==> src/rtl/event_timestamp.sv <==
// event_timestamp: timestamps rising edges of an asynchronous event line
// with the local free-running count and queues them in a small
// first-word-fall-through FIFO.
//
// Ports:
//   clk       - single clock, all state on the rising edge
//   reset     - asynchronous active-low reset
//   count_in  - free-running count from the upstream counter (same domain)
//   event_in  - asynchronous event line
//   clear_ovf - single-cycle pulse clearing the sticky overflow flag
//   ts_ready  - consumer accepts the head entry
//   ts_data   - head-of-FIFO timestamp (don't-care while ts_valid=0)
//   ts_valid  - FIFO non-empty
//   level     - FIFO occupancy, 0..DEPTH
//   overflow  - sticky flag: an event was dropped because the FIFO was full
module event_timestamp #(
  parameter int unsigned WIDTH = 16,
  parameter int unsigned DEPTH = 4
) (
  input  logic             clk,
  input  logic             reset,
  input  logic [WIDTH-1:0] count_in,
  input  logic             event_in,
  input  logic             clear_ovf,
  input  logic             ts_ready,
  output logic [WIDTH-1:0] ts_data,
  output logic             ts_valid,
  output logic [4:0]       level,
  output logic             overflow
);

  localparam int unsigned PTR_W = (DEPTH > 1) ? $clog2(DEPTH) : 1;
  localparam int unsigned LVL_W = 5;

  // Synchronizer pair plus history flop for edge detection
  logic s1_q, s2_q, s3_q;

  logic [WIDTH-1:0] mem_q [DEPTH];
  logic [PTR_W-1:0] wr_q, wr_d;
  logic [PTR_W-1:0] rd_q, rd_d;
  logic [LVL_W-1:0] level_q, level_d;
  logic [LVL_W-1:0] level_after_pop;
  logic             valid_q, valid_d;
  logic             ovf_q, ovf_d;
  logic [WIDTH-1:0] data_q, data_d;

  logic edge_c;
  logic full_c;
  logic pop_c;
  logic push_c;
  logic drop_c;

  assign edge_c = s2_q & ~s3_q;
  assign full_c = (level_q == LVL_W'(DEPTH));
  assign pop_c  = valid_q & ts_ready;
  // A pop on the same edge frees the slot, so a full FIFO still accepts
  assign push_c = edge_c & (~full_c | pop_c);
  assign drop_c = edge_c & full_c & ~pop_c;

  // Event synchronizer and history
  always_ff @(posedge clk or negedge reset) begin
    if (!reset) begin
      s1_q <= 1'b0;
      s2_q <= 1'b0;
      s3_q <= 1'b0;
    end else begin
      s1_q <= event_in;
      s2_q <= s1_q;
      s3_q <= s2_q;
    end
  end

  // Next-state for pointers, occupancy, flags and the registered head
  always_comb begin
    wr_d            = wr_q;
    rd_d            = rd_q;
    level_d         = level_q;
    ovf_d           = ovf_q;
    data_d          = data_q;
    level_after_pop = level_q - LVL_W'(pop_c);

    if (push_c) wr_d = wr_q + PTR_W'(1);
    if (pop_c)  rd_d = rd_q + PTR_W'(1);

    unique case ({push_c, pop_c})
      2'b10:   level_d = level_q + LVL_W'(1);
      2'b01:   level_d = level_q - LVL_W'(1);
      default: level_d = level_q;
    endcase

    // Set has priority over clear
    if (drop_c)         ovf_d = 1'b1;
    else if (clear_ovf) ovf_d = 1'b0;

    // The new entry becomes the head only if nothing older survives the pop
    if (push_c && (level_after_pop == '0)) data_d = count_in;
    else if (level_d != '0)                data_d = mem_q[rd_d];

    valid_d = (level_d != '0);
  end

  always_ff @(posedge clk or negedge reset) begin
    if (!reset) begin
      wr_q    <= '0;
      rd_q    <= '0;
      level_q <= '0;
      valid_q <= 1'b0;
      ovf_q   <= 1'b0;
      data_q  <= '0;
    end else begin
      wr_q    <= wr_d;
      rd_q    <= rd_d;
      level_q <= level_d;
      valid_q <= valid_d;
      ovf_q   <= ovf_d;
      data_q  <= data_d;
    end
  end

  // Storage needs no reset: occupancy and the head register gate visibility
  always_ff @(posedge clk) begin
    if (push_c) mem_q[wr_q] <= count_in;
  end

  assign ts_data  = data_q;
  assign ts_valid = valid_q;
  assign level    = level_q;
  assign overflow = ovf_q;

endmodule

==> config.mk <==
export PLATFORM = sky130hd
export DESIGN_NAME = event_timestamp
export DESIGN_NICKNAME = d
export VERILOG_FILES = /design/src/rtl/event_timestamp.sv
export SDC_FILE = /design/constraint.sdc
export NUM_CORES = 1
export LEC_CHECK = 0
export CAP_MARGIN = 30
export CORE_UTILIZATION = 35
export DETAILED_ROUTE_END_ITERATION = 8
export PLACE_DENSITY_LB_ADDON = 0.2
export SLEW_MARGIN = 40
export SYNTH_ARGS = -nofsm -noshare
export SYNTH_HDL_FRONTEND = slang
export SYNTH_SLANG_ARGS = --single-unit
==> constraint.sdc <==
create_clock -name clk -period 6.7 [get_ports clk]
set_input_delay 1.005 -clock clk [delete_from_list [all_inputs] [get_ports clk]]
set_output_delay 1.005 -clock clk [all_outputs]
set_load 0.01 [all_outputs]
* Word level (Yosys, flattened, before mapping)
Memories as Yosys holds them, arrays and structs flattened.
Index checks and enable logic that the tools add are counted.
W data, S select, Z words.
** Word-level totals
- Bits in latches :: 0
- Logic and storage cells :: 40
- Output and inout bits :: 23
- Memory bits (writable) :: 64
- Register bits after elaboration :: 30
- Memories kept :: 1
- Input port bits :: 21
- Bits in read-only memories :: 0
** Cells by class
- Reductions and logical operators :: 5
- Shift-type cells :: 0
- Eq/ne operators :: 3
- $add $sub $neg :: 5
- Muxes and demuxes :: 8
- Multipliers :: 0
- Bitwise logic cells :: 9
- Div/mod/pow operators :: 0
- Magnitude comparators :: 0
** Memories
- mem_q :: words 4, width 16, rd ports 1, clocked after memory_dff 0, write ports 1, RTL line 38 : logic [WIDTH-1:0] mem_q [DEPTH];
** Operators by type and width (count)
- $mux W16 :: 2
- $pmux W5 S2 :: 1
- $add A5 B1 Y5 const B :: 1
- $and A1 B1 Y1 :: 5
- $eq A5 B3 Y1 const B :: 1
- $logic_not A5 Y1 :: 1
- $reduce_bool A5 Y1 :: 1
- $sub A5 B1 Y5 :: 1
- $sub A5 B1 Y5 const B :: 1
- $add A2 B1 Y2 const B :: 2
- $mux W1 :: 4
- $reduce_bool A2 Y1 :: 2
- $not A1 Y1 :: 3
- $eq A2 B1 Y1 const B :: 1
- $eq A2 B2 Y1 const B :: 1
- $mux W2 :: 1
- $logic_and A1 B1 Y1 :: 1
- $or A1 B1 Y1 :: 1

* Longest topological paths before layout
Gate-level depths: netlist of the first run.
- Depth in word-level cells :: 9
- Depth in mapped cells :: 14

* Worst setup path after synthesis of the first run
No wires, ideal clock.
- Kind :: input -> register
- From :: input ts_ready
- To :: register data_q[10] (netlist: ts_data[10])
- Data arrival time :: 3397 ps
- Setup slack :: 3177 ps
- Cell stages on the path :: 14
- Setup time :: 126 ps
- Cells stage by stage :: nand2_1 > inv_2 > nand2_1 > xnor2_1 > ha_1 > or4_4 > nor3_4 > nor3_1 > o2111ai_2 > o211ai_4 > and2_4 > buf_6 > buf_6 > a311o_1
** On the way
- Word-level cells in the longest chain between the ends :: 7
- Elaborated cells on any way between the ends :: 15
** RTL lines
- start, declared :: RTL line 25 : input logic ts_ready,
- $and A1 B1 Y1 * :: RTL line 55 : assign pop_c = valid_q & ts_ready;
- $or A1 B1 Y1 :: RTL line 57 : assign push_c = edge_c & (~full_c | pop_c);
- $and A1 B1 Y1 :: RTL line 57
- $eq A2 B1 Y1 or $eq A2 B2 Y1 (tied branches) :: RTL line 85 : unique case ({push_c, pop_c})
- $pmux W5 S2 :: RTL line 85
- $reduce_bool A5 Y1 :: RTL line 97 : else if (level_d != '0) data_d = mem_q[rd_d];
- $reduce_bool A2 Y1 (no line)
- end signal, assigned :: RTL line 116 : data_q <= data_d;
- end, declared :: RTL line 45 : logic [WIDTH-1:0] data_q, data_d;
Every way passes the cells marked *; elsewhere a longest branch is shown, timed or not. The select of a mux whose other input is x is not followed.
A chain may end at the register's enable or synchronous reset.

* Worst setup path after layout of the first run
- From :: input ts_ready
- To :: register data_q[7] (netlist: ts_data[7])
Same word-level chain as after synthesis.

==> results of run 1 <==
sequential cells by signal, summed over array words and instances, names as in the netlist:
signal    cells
s1_q          1
mem_q        64
overflow      1
wr_q          2
s3_q          1
ts_data      16
s2_q          1
ts_valid      1
level         5
rd_q          2
stage by stage:
step	cells	hold slack [ns]	worst slack (ns)	instance area, sq um	power (mW)
6_report	592	0.348	2.69	5430	2.47
5_1_grt	592	0.368	2.47	5430	2.66
4_1_cts	592	0.350	2.68	5420	2.49
3_5_place_dp	576	0.345	2.34	5100	1.93
3_3_place_gp	576	0.341	2.48	5090	1.89
2_1_floorplan	389	0.331	3.18	4560	1.59
logic make-up (layout without fill, tap and decap cells):
kind of cell	after synthesis	count (layout)	synth area share
buf+inv	40	71	0.0387
flops	94	94	0.586
simple gates	113	113	0.132
compound gates	108	108	0.164
mux	17	17	0.0417
xor+xnor	11	11	0.0211
fa+ha+maj	6	6	0.0165
per-layer routing:
layer | wire length, microns | part of all wire
met1 | 5010 | 0.46
met2 | 5310 | 0.49
met3 | 430 | 0.039
met4 | 155 | 0.014
met5 | 0 | 0
cells in the mapped netlist, types with 2 or more instances:
master	count
o22ai_1	17
or3_1	2
nand3_1	2
mux2_2	16
o21ai_0	47
nand2_1	36
xnor2_1	9
nand4_1	2
ha_1	6
o221ai_1	15
buf_2	3
edfxtp_1	64
xor2_1	2
and2_1	2
nor3b_1	15
nand2b_1	3
nor2_1	6
clkbuf_1	23
inv_2	2
and3_1	4
a311o_1	15
nand3b_1	2
a21oi_1	3
inv_1	5
buf_1	4
a31oi_1	2
dfrtp_1	30
buf_6	3
nor3_1	32
report_power, final:
group | internal [mW] | switching [mW] | leakage [nW]
sequential | 0.754 | 0.134 | 0.926
combinational | 0.495 | 0.539 | 0.729
clock | 0.328 | 0.223 | 0.152
layout make-up:
type | count | share of cell area
sequential | 94 | 0.492
multi-input combinational | 255 | 0.318
timing repair buffer | 48 | 0.0862
tap | 172 | 0.0396
clock inverter | 7 | 0.0180
inverter | 7 | 0.00484
clock buffer | 9 | 0.0415
how the worst max path moves through the flow:
stage	startpoint	end	cells past startpoint
after floorplan	ts_ready	ts_data[10]$_DFFE_PN0P_	14
after global placement	ts_ready	ts_data[10]$_DFFE_PN0P_	14
after detailed placement	ts_ready	ts_data[7]$_DFFE_PN0P_	14
after CTS	ts_ready	ts_data[7]$_DFFE_PN0P_	14
after global routing	ts_ready	ts_data[1]$_DFFE_PN0P_	14
final	ts_ready	ts_data[7]$_DFFE_PN0P_	14
==> out/qor.yml, run 1 <==
n_fill_cell: 1199
ant_nets: 0
fin_crit_ns: 4.01
grtUsageMet1: 0.242
relSlewSlack: 0.443
gp_congestion: 0.800
cts-buffers-inserted: 9
grt_pass1_wl_microns: 17900
cts_setup_buffers: 0
final_nets: 442
yosysWarnings: 0
critical_path.top_delay_family: "simple AND/OR/NAND/NOR gates"
antenna_found_initial: 0
gr-total-overflow: 0
grt_max_degree: 41
rows: 41
hold_path_end: "s2_q$_DFF_PN0_"
cp_cell_sequence: "clkdlybuf4s50_1, nand2_1, buf_4, inv_2, nand2_1, xnor2_1, ha_1, or4_4, nor3_4, nand3b_1, or3_1, o211ai_4, and2_4, a311o_1"
synthFlopType: "edfxtp_1"
cts_root_buf: "clkbuf_16"
clock_latency_ns: 0.35
synth.top_cell.area_share: 0.422
first_pass_iters: 4
setup_violations: 0
tns_ns: 0
viasPerCell: 5.54
fmax_ghz: 0.249
finClkSkew_ns: 0.00620
maxCapViolCount: 0
grt.busiest_layer: "met2"
synthToLayoutAreaGrowth_pct: 19.1
drc: 0
wl_microns: 10900
first_global_vias: 3335
track_usage: 0.178
core_sq_mm: 0.0127
hpwl_microns: 6690
cts_resized: 0
syn_nets: 416
cts_tree: "yes"
worst_path_max_delay_cell: "buf_4"
p_per_area_mw_per_mm2: 456
worstPathArrival_ns: 4.29
hold_start: "s1_q$_DFF_PN0_"
die_area_sq_mm: 0.0135
crit_path_max_incr_delay_ns: 0.44
synth_edf_count: 64
r2r-start: "ts_valid$_DFF_PN0_"
drive_above_1_share: 0.124
multi_input_area_sq_mm: 0.00172
synth_cells: 389
dieWidth_microns: 116
boundaryPins: 44
start_util: 0.360
ff2ff_path_depth: 13
numPortBuffers: 43
worst_ep_required_time_ns: 6.98
worstReg2RegEnd: "ts_data[7]$_DFFE_PN0P_"
hold_viol_final: 0
slew_violations: 0
wire_per_inst_microns: 18.4
met3_usage: 0.0249
yosysUniqueCellTypes: 46
cellLeakagePower_nw: 1.81
async_reset_ff_frac: 0.319
yosys.area.top_type: "edfxtp_1"
via_count: 3278
final-seq-area_sq_mm: 0.00267
die_y_microns: 116
max_slew.worst_pin.slew_ns: 0.835
status: "complete, no violations"
utilization: 0.428
rsz0062_at_grt: "false"
synth_area_leaders: "edfxtp_1 42%, dfrtp_1 16%, o21ai_0 5.2%, mux2_2 4.0%, nor3_1 3.5%"
worstHoldPathCells: 0
cts.sinks: 94
grt_util_met2: 0.287
path_class: "in -> reg"
final_common_cell: "edfxtp_1"
antennaDiodeCount: 0
cts-hold-fix-buffers: 0
path_common_cell: "nand2_1"
ys_ff_latch: 94
drt_iter0_drc: 139
ir_drop_mv: 0.224
cts.path.max_buffers: 2
final_cell_mix: "64 x edfxtp_1, 47 x o21ai_0, 43 x clkdlybuf4s50_1"
reg2reg_slack_ns: 3.36
syn_avg_cell_area_sq_um: 11.7
critPathBufInv: 3
clkSlewWorstSetupHoldPaths_ns: 0.07
cp_max_fo: 40
hold_path.class: "reg -> reg"
seq_area_frac_synth: 0.586
end_kind: "flop"
syn_area_sq_mm: 0.00456
htree_levels: 3
period_share: 0.599
worst_setup_path_start_kind: "input pin"
No activity file was read; power rests on OpenSTA's default activity.
==> inputs of run 2 (changes only) <==
==> constraint.sdc (replaced) <==
create_clock -name clk -period 4.15 [get_ports clk]
set_input_delay 0.6225 -clock clk [delete_from_list [all_inputs] [get_ports clk]]
set_output_delay 0.6225 -clock clk [all_outputs]
set_load 0.01 [all_outputs]
==> out/qor.yml, run 2 (synthesized netlist as in run 1, its figures left out) <==
status: "complete, no violations"
period_share: 0.783
wire_per_inst_microns: 18.6  # +1.2%
first_global_vias: 3305  # -0.90%
cts_resized: 0  # unchanged
die_area_sq_mm: 0.0135  # unchanged
hold_path.class: "reg -> reg"
clkSlewWorstSetupHoldPaths_ns: 0.06  # about the same
boundaryPins: 44  # unchanged
grt_max_degree: 67  # +63%
htree_levels: 3  # unchanged
cts_setup_buffers: 0  # unchanged
numPortBuffers: 43  # unchanged
relSlewSlack: 0.470  # +0.0268
gp_congestion: 0.783  # -2.2%
final_cell_mix: "64 x edfxtp_1, 47 x o21ai_0, 43 x clkdlybuf4s50_1"
viasPerCell: 5.56  # +0.44%
tns_ns: 0  # unchanged
cp_max_fo: 18  # -55%
power_mw: 3.88  # +57%
ir_drop_mv: 0.238  # +6.5%
fin_area_sq_mm: 0.00539  # -0.76%
dieWidth_microns: 116  # unchanged
ant_nets: 0  # unchanged
p_per_area_mw_per_mm2: 720  # +58%
cts_tree: "yes"
maxCapViolCount: 0  # unchanged
core_sq_mm: 0.0127  # unchanged
die_y_microns: 116  # unchanged
hpwl_microns: 6860  # +2.4%
regMostFlops: "mem_q"
postPlaceCellArea_sq_mm: 0.00512  # +0.44%
rows: 41  # unchanged
slew_violations: 0  # unchanged
drt_iter0_drc: 144  # +3.6%
track_usage: 0.178  # -0.000436
drive_above_1_share: 0.123  # -0.000878
antenna_found_initial: 0  # unchanged
cts.path.max_buffers: 2  # unchanged
worstPathArrival_ns: 3.53  # -0.76 ns
clock_latency_ns: 0.35  # about the same
drc: 0  # unchanged
wl_microns: 11100  # +1.7%
via_count: 3309  # +0.95%
final_common_cell: "edfxtp_1"
cellLeakagePower_nw: 1.80  # -0.30%
cts-buffers-inserted: 9  # unchanged
rsz0062_at_grt: "false"
finClkSkew_ns: 0.00720  # +0.000997 ns
fin_crit_ns: 3.25
n_fill_cell: 1226  # +2.3%
antennaDiodeCount: 0  # unchanged
cts_root_buf: "clkbuf_16"
hold_viol_final: 0  # unchanged
first_pass_iters: 4  # unchanged
grt_pass1_wl_microns: 17700  # -1.1%
end_kind: "flop"
reg2reg_slack_ns: 1.23  # -2.13 ns
final_nets: 445  # +0.68%
fmax_ghz: 0.308
worst_ep_required_time_ns: 4.43  # -2.55 ns
worst_setup_path_start_kind: "input pin"
max_slew.worst_pin.slew_ns: 0.792  # -0.0426 ns
gr-total-overflow: 0  # unchanged
start_util: 0.360  # unchanged
largest_register_ffs: 64  # unchanged
synthToLayoutAreaGrowth_pct: 18.2
setup_violations: 0  # unchanged
cts-hold-fix-buffers: 0  # unchanged
path_class: "in -> reg"
cts.sinks: 94  # unchanged
[run 2: worst max-delay path, stage by stage]
cell	delay (ns)
clkdlybuf4s50_1	0.45
nand2_1	0.07
inv_2	0.06
nand2_1	0.08
xnor2_1	0.14
ha_1	0.23
or4_4	0.44
nor3_4	0.19
nand3b_1	0.10
or3_1	0.36
o211ai_4	0.23
and2_4	0.35
a311o_1	0.20
[run 2: cell type report]
class                   count  area (sq um)  share of cell area
well taps                 172           215              0.0399
inverters                   7          26.3             0.00488
multi-input cells         255          1720               0.319
clock buffers              14           254              0.0471
clock inverters             2          10.0             0.00186
flip-flops and latches     94          2670               0.496
repair buffers             51           490              0.0910
[run 2: worst paths after layout]
path,from,to,cells past startpoint
max,ts_ready,ts_data[13]$_DFFE_PN0P_,13
min,s1_q$_DFF_PN0_,s2_q$_DFF_PN0_,0
max reg2reg,s2_q$_DFF_PN0_,ts_data[13]$_DFFE_PN0P_,11
min reg2reg,s1_q$_DFF_PN0_,s2_q$_DFF_PN0_,0
max in group asynchronous,reset,ts_data[7]$_DFFE_PN0P_,2
min in group asynchronous,reset,overflow$_DFFE_PN0P_,2
[run 2: power breakdown]
| group | total, mW | internal (mW) | switching, mW |
|---|---|---|---|
| registers | 1.39 | 1.22 | 0.174 |
| logic | 1.74 | 0.812 | 0.926 |
| clock network | 0.748 | 0.421 | 0.327 |
[run 2: through the flow]
step | cells | hold slack [ns] | setup WS [ns] | util
after floorplan | 389 | 0.327 | 1.01 | -
after global placement | 579 | 0.344 | 0.622 | 0.403
after detailed placement | 579 | 0.336 | 0.527 | 0.404
after CTS | 595 | 0.358 | 0.881 | 0.425
after global routing | 595 | 0.377 | 0.686 | 0.425
final | 595 | 0.352 | 0.899 | 0.425
[run 2: metal layers]
layer	wire [microns]	vias up	GRT usage
met1	5050	1647	0.238
met3	526	14	0.0280
met5	0	-	0
met4	191	0	0.0803
met2	5320	94	0.285
li1	-	1554	-
